[config.mk]
export PLATFORM = sky130hd
export DESIGN_NAME = multi_signal_timeout
export DESIGN_NICKNAME = d
export VERILOG_FILES = /design/src/rtl/multi_signal_timeout.sv
export SDC_FILE = /design/constraint.sdc
export NUM_CORES = 1
export LEC_CHECK = 0
export ABC_CLOCK_PERIOD_IN_PS = 10950
export CAP_MARGIN = 10
export CORE_UTILIZATION = 55
export DETAILED_ROUTE_END_ITERATION = 16
export PLACE_DENSITY = 0.73
export SLEW_MARGIN = 20
export SYNTH_ARGS = -nofsm -noshare
export SYNTH_HDL_FRONTEND = slang
export SYNTH_SLANG_ARGS = --single-unit
[constraint.sdc]
create_clock -name clk -period 10.95 [get_ports clk]
set_input_delay 3.285 -clock clk [delete_from_list [all_inputs] [get_ports clk]]
set_output_delay 3.285 -clock clk [all_outputs]
set_load 0.03 [all_outputs]
[src/rtl/multi_signal_timeout.sv]
// multi_signal_timeout: N_CH activity watchdog with sticky faults and first-fault capture.
// Optional stability filter after the synchronisers is enabled by defining GLITCH_FILTER_EN.
`default_nettype none

module multi_signal_timeout #(
  parameter int N_CH         = 4,
  parameter int CLK_FREQ_MHZ = 40,
  parameter int TIMEOUT_US   = 1000,
  parameter int CNT_W        = 32,
  parameter int SYNC_STAGES  = 2,
  parameter int FILT_CYC     = 3,
  localparam int FF_W        = (N_CH > 1) ? $clog2(N_CH) : 1
) (
  input  logic            clk,
  input  logic            rst,
  input  logic [N_CH-1:0] SignalIn,
  input  logic [N_CH-1:0] Enable,
  input  logic            ClearFault,
  output logic [N_CH-1:0] TimeOut,
  output logic [N_CH-1:0] FaultLatched,
  output logic            AnyTimeOut,
  output logic [FF_W-1:0] FirstFaultCh,
  output logic            FirstFaultValid
);

  localparam longint PR_FULL = longint'(CLK_FREQ_MHZ) * longint'(TIMEOUT_US);
  localparam logic [CNT_W-1:0] PR    = CNT_W'(PR_FULL);
  localparam logic [CNT_W-1:0] ONE   = CNT_W'(1);
  localparam logic [CNT_W-1:0] PR_M1 = PR - ONE;

  generate
    if (PR_FULL == 0 || (PR_FULL >> CNT_W) != 0) begin : g_bad_pr
      $error("multi_signal_timeout: timeout period is zero or does not fit in CNT_W bits");
    end
    if (SYNC_STAGES < 2) begin : g_bad_sync
      $error("multi_signal_timeout: SYNC_STAGES must be at least 2");
    end
    if (N_CH < 1 || N_CH > 32) begin : g_bad_nch
      $error("multi_signal_timeout: N_CH must be within 1..32");
    end
    if (FILT_CYC < 1) begin : g_bad_filt
      $error("multi_signal_timeout: FILT_CYC must be at least 1");
    end
  endgenerate

  logic [N_CH-1:0] chg;
  logic [N_CH-1:0] hit;
  logic [N_CH-1:0] fault;
  logic [FF_W-1:0] lowest_hit;
  logic [FF_W-1:0] ff_ch;
  logic            ff_valid;

  for (genvar i = 0; i < N_CH; i++) begin : g_ch
    logic [SYNC_STAGES-1:0] sync_q;
    logic                   lvl;
    logic                   lvl_d;
    logic [CNT_W-1:0]       cnt;
    logic                   to_q;

    always_ff @(posedge clk or posedge rst) begin
      if (rst) begin
        sync_q <= '0;
      end else begin
        sync_q <= {sync_q[SYNC_STAGES-2:0], SignalIn[i]};
      end
    end

`ifdef GLITCH_FILTER_EN
    // A level change is accepted only once it has persisted FILT_CYC cycles.
    localparam int ST_W = $clog2(FILT_CYC + 1);
    logic [ST_W-1:0] stab;
    logic            filt;

    always_ff @(posedge clk or posedge rst) begin
      if (rst) begin
        stab <= '0;
        filt <= 1'b0;
      end else if (sync_q[SYNC_STAGES-1] == filt) begin
        stab <= '0;
      end else if (stab == ST_W'(FILT_CYC - 1)) begin
        filt <= sync_q[SYNC_STAGES-1];
        stab <= '0;
      end else begin
        stab <= stab + 1'b1;
      end
    end

    assign lvl = filt;
`else
    assign lvl = sync_q[SYNC_STAGES-1];
`endif

    always_ff @(posedge clk or posedge rst) begin
      if (rst) begin
        lvl_d <= 1'b0;
      end else begin
        lvl_d <= lvl;
      end
    end

    assign chg[i] = lvl ^ lvl_d;

    // Saturating counter; TimeOut holds once PR is reached until activity or disable.
    always_ff @(posedge clk or posedge rst) begin
      if (rst) begin
        cnt  <= '0;
        to_q <= 1'b0;
      end else if (!Enable[i] || chg[i]) begin
        cnt  <= '0;
        to_q <= 1'b0;
      end else if (cnt != PR) begin
        cnt  <= cnt + ONE;
        to_q <= (cnt == PR_M1);
      end
    end

    assign hit[i]     = Enable[i] & ~chg[i] & (cnt == PR_M1);
    assign TimeOut[i] = to_q;
  end

  always_comb begin
    lowest_hit = '0;
    for (int k = N_CH - 1; k >= 0; k--) begin
      if (hit[k]) begin
        lowest_hit = FF_W'(k);
      end
    end
  end

  // A new latch in the same cycle as ClearFault wins over the clear.
  always_ff @(posedge clk or posedge rst) begin
    if (rst) begin
      fault    <= '0;
      ff_ch    <= '0;
      ff_valid <= 1'b0;
    end else begin
      fault <= (fault & {N_CH{~ClearFault}}) | hit;
      if ((|hit) && (!ff_valid || ClearFault)) begin
        ff_ch    <= lowest_hit;
        ff_valid <= 1'b1;
      end else if (ClearFault) begin
        ff_ch    <= '0;
        ff_valid <= 1'b0;
      end
    end
  end

  assign FaultLatched    = fault;
  assign FirstFaultCh    = ff_ch;
  assign FirstFaultValid = ff_valid;
  assign AnyTimeOut      = |TimeOut;

endmodule

`default_nettype wire

==> results.json <==
{
  "postCtsSetupRepairBufs": 0,
  "post_route_cells_drive_above_1_share": 0.04580,
  "grt.overflow.total": 0,
  "antenna_found_initial": 0,
  "path_cells": "or4_1, clkdlybuf4s50_1",
  "portBuffers": 22,
  "multi_input_area_sq_um": 3288,
  "outcome": "completed",
  "viasPerCell": 5.632,
  "synth_top_area_cell": "dfrtp_1",
  "critPathMaxFanout": 3,
  "dpl.hpwl_um": 9493,
  "fp.dieW_um": 116.8,
  "syn_nets": 771,
  "regArea_sq_um": 3779,
  "cp-start-kind": "flop",
  "hold_path_class": "reg2reg",
  "max_freq_mhz": 186.6,
  "rsz0062_at_grt": "no",
  "slew_headroom": 0.2992,
  "drc": 0,
  "path_buf_inv": 1,
  "cap_viol_max_count": 0,
  "core_area_sq_um": 12720,
  "num-nets-final": 793,
  "leakagePower_nw": 3.376,
  "nFillCells": 1036,
  "hold_viol": 0,
  "drtIter0Drc": 330,
  "fin_crit_ns": 5.359,
  "drv_slew": 0,
  "syn_inst": 752,
  "setup_tns_ns": 0,
  "gp_congestion": 0.8306,
  "post_cts_resized": 0,
  "cts_buffer_depth": 2,
  "cts_buffers": 17,
  "r2r-end": "g_ch[3].cnt[29]",
  "path_clk_slew_ns": 0.06,
  "r2r-start": "g_ch[3].cnt[2]",
  "antenna_cells": 0,
  "synth-async-reset-ratio": 1.000,
  "critPathKind": "reg2out",
  "ys.flop_type": "dfrtp_1",
  "die_h_um": 116.8,
  "hold_buffers": 0,
  "worst_pin_slew_ns": 1.049,
  "slowest_stage": "clkdlybuf4s50_1",
  "grt_start_max_net_pins": 105,
  "clock-sinks": 151,
  "ys_warn_count": 0,
  "synth_edf_count": 0,
  "synthTopCellsByArea": "dfrtp_1, xor2_1, nor2_1",
  "power.total_mw": 1.285,
  "grt.total_usage": 0.2376,
  "synth_top_cell_area_share": 0.5211,
  "avgSynthCellArea_sq_um": 9.642,
  "vias": 5395,
  "critPathMaxStageDelay_ns": 0.63,
  "cp_top_family": "buffers and inverters",
  "critPathCaptureType": "primary output",
  "p_per_area_nw_per_um2": 154.9,
  "critPathCapture": "AnyTimeOut",
  "synth-seq-cells": 151,
  "arrival_ns": 2.07,
  "yosysUniqueCellTypes": 36,
  "die-area_sq_um": 13650,
  "path_depth": 2,
  "first_global_vias": 5363,
  "initial_core_util": 0.5699,
  "dr.pass1.iters": 5,
  "cp.required_ns": 7.67,
  "grt_pass1_wl_um": 25010,
  "clock-skew-final_ns": 0.005870,
  "cts_tree": "built",
  "areaGrowthSynthToFinish_pct": 14.44,
  "ir_drop_mv": 0.1664,
  "htree_levels": 4,
  "fin_crit_sh": 0.4894,
  "reg2reg_depth": 6,
  "netlist_area_sq_um": 7251,
  "reg2reg_slack_ns": 8.32,
  "cts-root-buf": "clkbuf_16",
  "post_drt_wl_per_cell_um": 14.93,
  "setup_viol": 0,
  "clk-insertion-delay-late_ns": 0.43,
  "drt_wl_total_um": 14310,
  "crit_start": "g_ch[1].to_q",
  "ys_seq_area_frac": 0.5211,
  "ios": 23,
  "detail-route-antenna-nets": 0,
  "std_cell_rows": 41
}
## how the worst min path moves through the flow
stage                       from                end  slack, ns  depth (start not counted)
2_1_floorplan  g_ch[0].sync_q[0]  g_ch[0].sync_q[1]       0.33                          0
4_1_cts        g_ch[1].sync_q[0]  g_ch[1].sync_q[1]       0.35                          0
3_5_place_dp   g_ch[1].sync_q[0]  g_ch[1].sync_q[1]       0.34                          0
3_3_place_gp   g_ch[2].sync_q[0]  g_ch[2].sync_q[1]       0.34                          0
6_report       g_ch[1].sync_q[0]  g_ch[1].sync_q[1]       0.35                          0
5_1_grt        g_ch[2].sync_q[0]  g_ch[2].sync_q[1]       0.36                          0
## final cells by class
cell class,instances,share of cell area
clock buffer,23,0.05639
sequential,151,0.4554
timing repair buffer,24,0.02835
tap,172,0.02593
clock inverter,8,0.02624
inverter,24,0.01146
multi-input combinational,556,0.3963
## metal layers
metal	wire (um)	track usage	vias up	part of all wire
met4	260	0.09367	0	0.018
li1	-	-	2638	-
met3	391	0.05613	27	0.027
met2	6941	0.3799	76	0.49
met1	6711	0.3153	2654	0.47
met5	0	0	-	0
## cell usage after synthesis (6+ instances only)
master / n
and3_1: 16
nor3_1: 20
o21ai_0: 24
nand2_1: 57
xnor2_1: 38
and2_1: 6
xor2_1: 68
a21oi_1: 21
clkbuf_1: 14
nor2_1: 127
dfrtp_1: 151
inv_1: 24
and4_1: 8
nand3_1: 48
nor4_1: 26
ha_1: 8
nand4_1: 35
or3_1: 19
## worst register-to-register path, delay by kind of cell, from the launching register on
family        cells  cell delay, ns
xor+xnor          1            0.16
flops             1            0.42
simple gates      5            1.88
## logic make-up (layout without fill, tap and decap cells)
| family | Yosys count | in the layout | synth area share |
|---|---|---|---|
| compound gates | 50 | 50 | 0.03745 |
| xor+xnor | 106 | 106 | 0.1280 |
| fa+ha+maj | 8 | 8 | 0.01381 |
| buf+inv | 45 | 79 | 0.02537 |
| flops | 151 | 151 | 0.5211 |
| mux | 5 | 5 | 0.006903 |
| simple gates | 387 | 387 | 0.2673 |
## flip-flops by register name, summed over array words and instances, names as in the netlist
register         count
g_ch.to_q            4
g_ch.cnt           128
FaultLatched         4
g_ch.sync_q          8
g_ch.lvl_d           4
FirstFaultCh         2
FirstFaultValid      1
## through the flow
stage          instance area (sq um)  hold WS [ns]  instances  worst slack [ns]    util
3_5_place_dp                    7612        0.3413        927             5.815  0.5983
5_1_grt                         8298        0.3637        958             5.569  0.6522
2_1_floorplan                   7251        0.3312        752             3.600       -
3_3_place_gp                    7612        0.3359        927             5.856  0.5983
6_report                        8298        0.3519        958             5.591  0.6522
4_1_cts                         8298        0.3542        958             5.594  0.6522
## report_power, final
group | internal [mW] | leakage (nW) | switching [mW]
clock | 0.461 | 0.328 | 0.222
combinational | 0.00864 | 0.970 | 0.0275
sequential | 0.562 | 2.08 | 0.00339
## cells in the final DEF, fill, tap and decap left out, types with 3 or more instances in the layout
| master | netlist | final |
|---|---|---|
| nor2b_1 | 3 | 3 |
| nor2_1 | 127 | 127 |
| nor4_1 | 26 | 26 |
| o21ai_0 | 24 | 24 |
| and3_1 | 16 | 16 |
| ha_1 | 8 | 8 |
| and2_1 | 6 | 6 |
| xor2_1 | 68 | 68 |
| clkbuf_16 | 0 | 17 |
| clkbuf_1 | 14 | 4 |
| a21oi_1 | 21 | 21 |
| dfrtp_1 | 151 | 151 |
| nand2_1 | 57 | 57 |
| nand4_1 | 35 | 35 |
| mux2i_1 | 5 | 5 |
| or3_1 | 19 | 19 |
| and4_1 | 8 | 8 |
| or4_1 | 5 | 5 |
| clkdlybuf4s50_1 | 0 | 22 |
| nor3_1 | 20 | 20 |
| nand3b_1 | 3 | 3 |
| inv_1 | 24 | 23 |
| nand3_1 | 48 | 48 |
| nor4b_1 | 4 | 4 |
| xnor2_1 | 38 | 38 |
| a41o_1 | 3 | 3 |
| bufinv_16 | 0 | 7 |
Power figures use the tool's default switching activity.
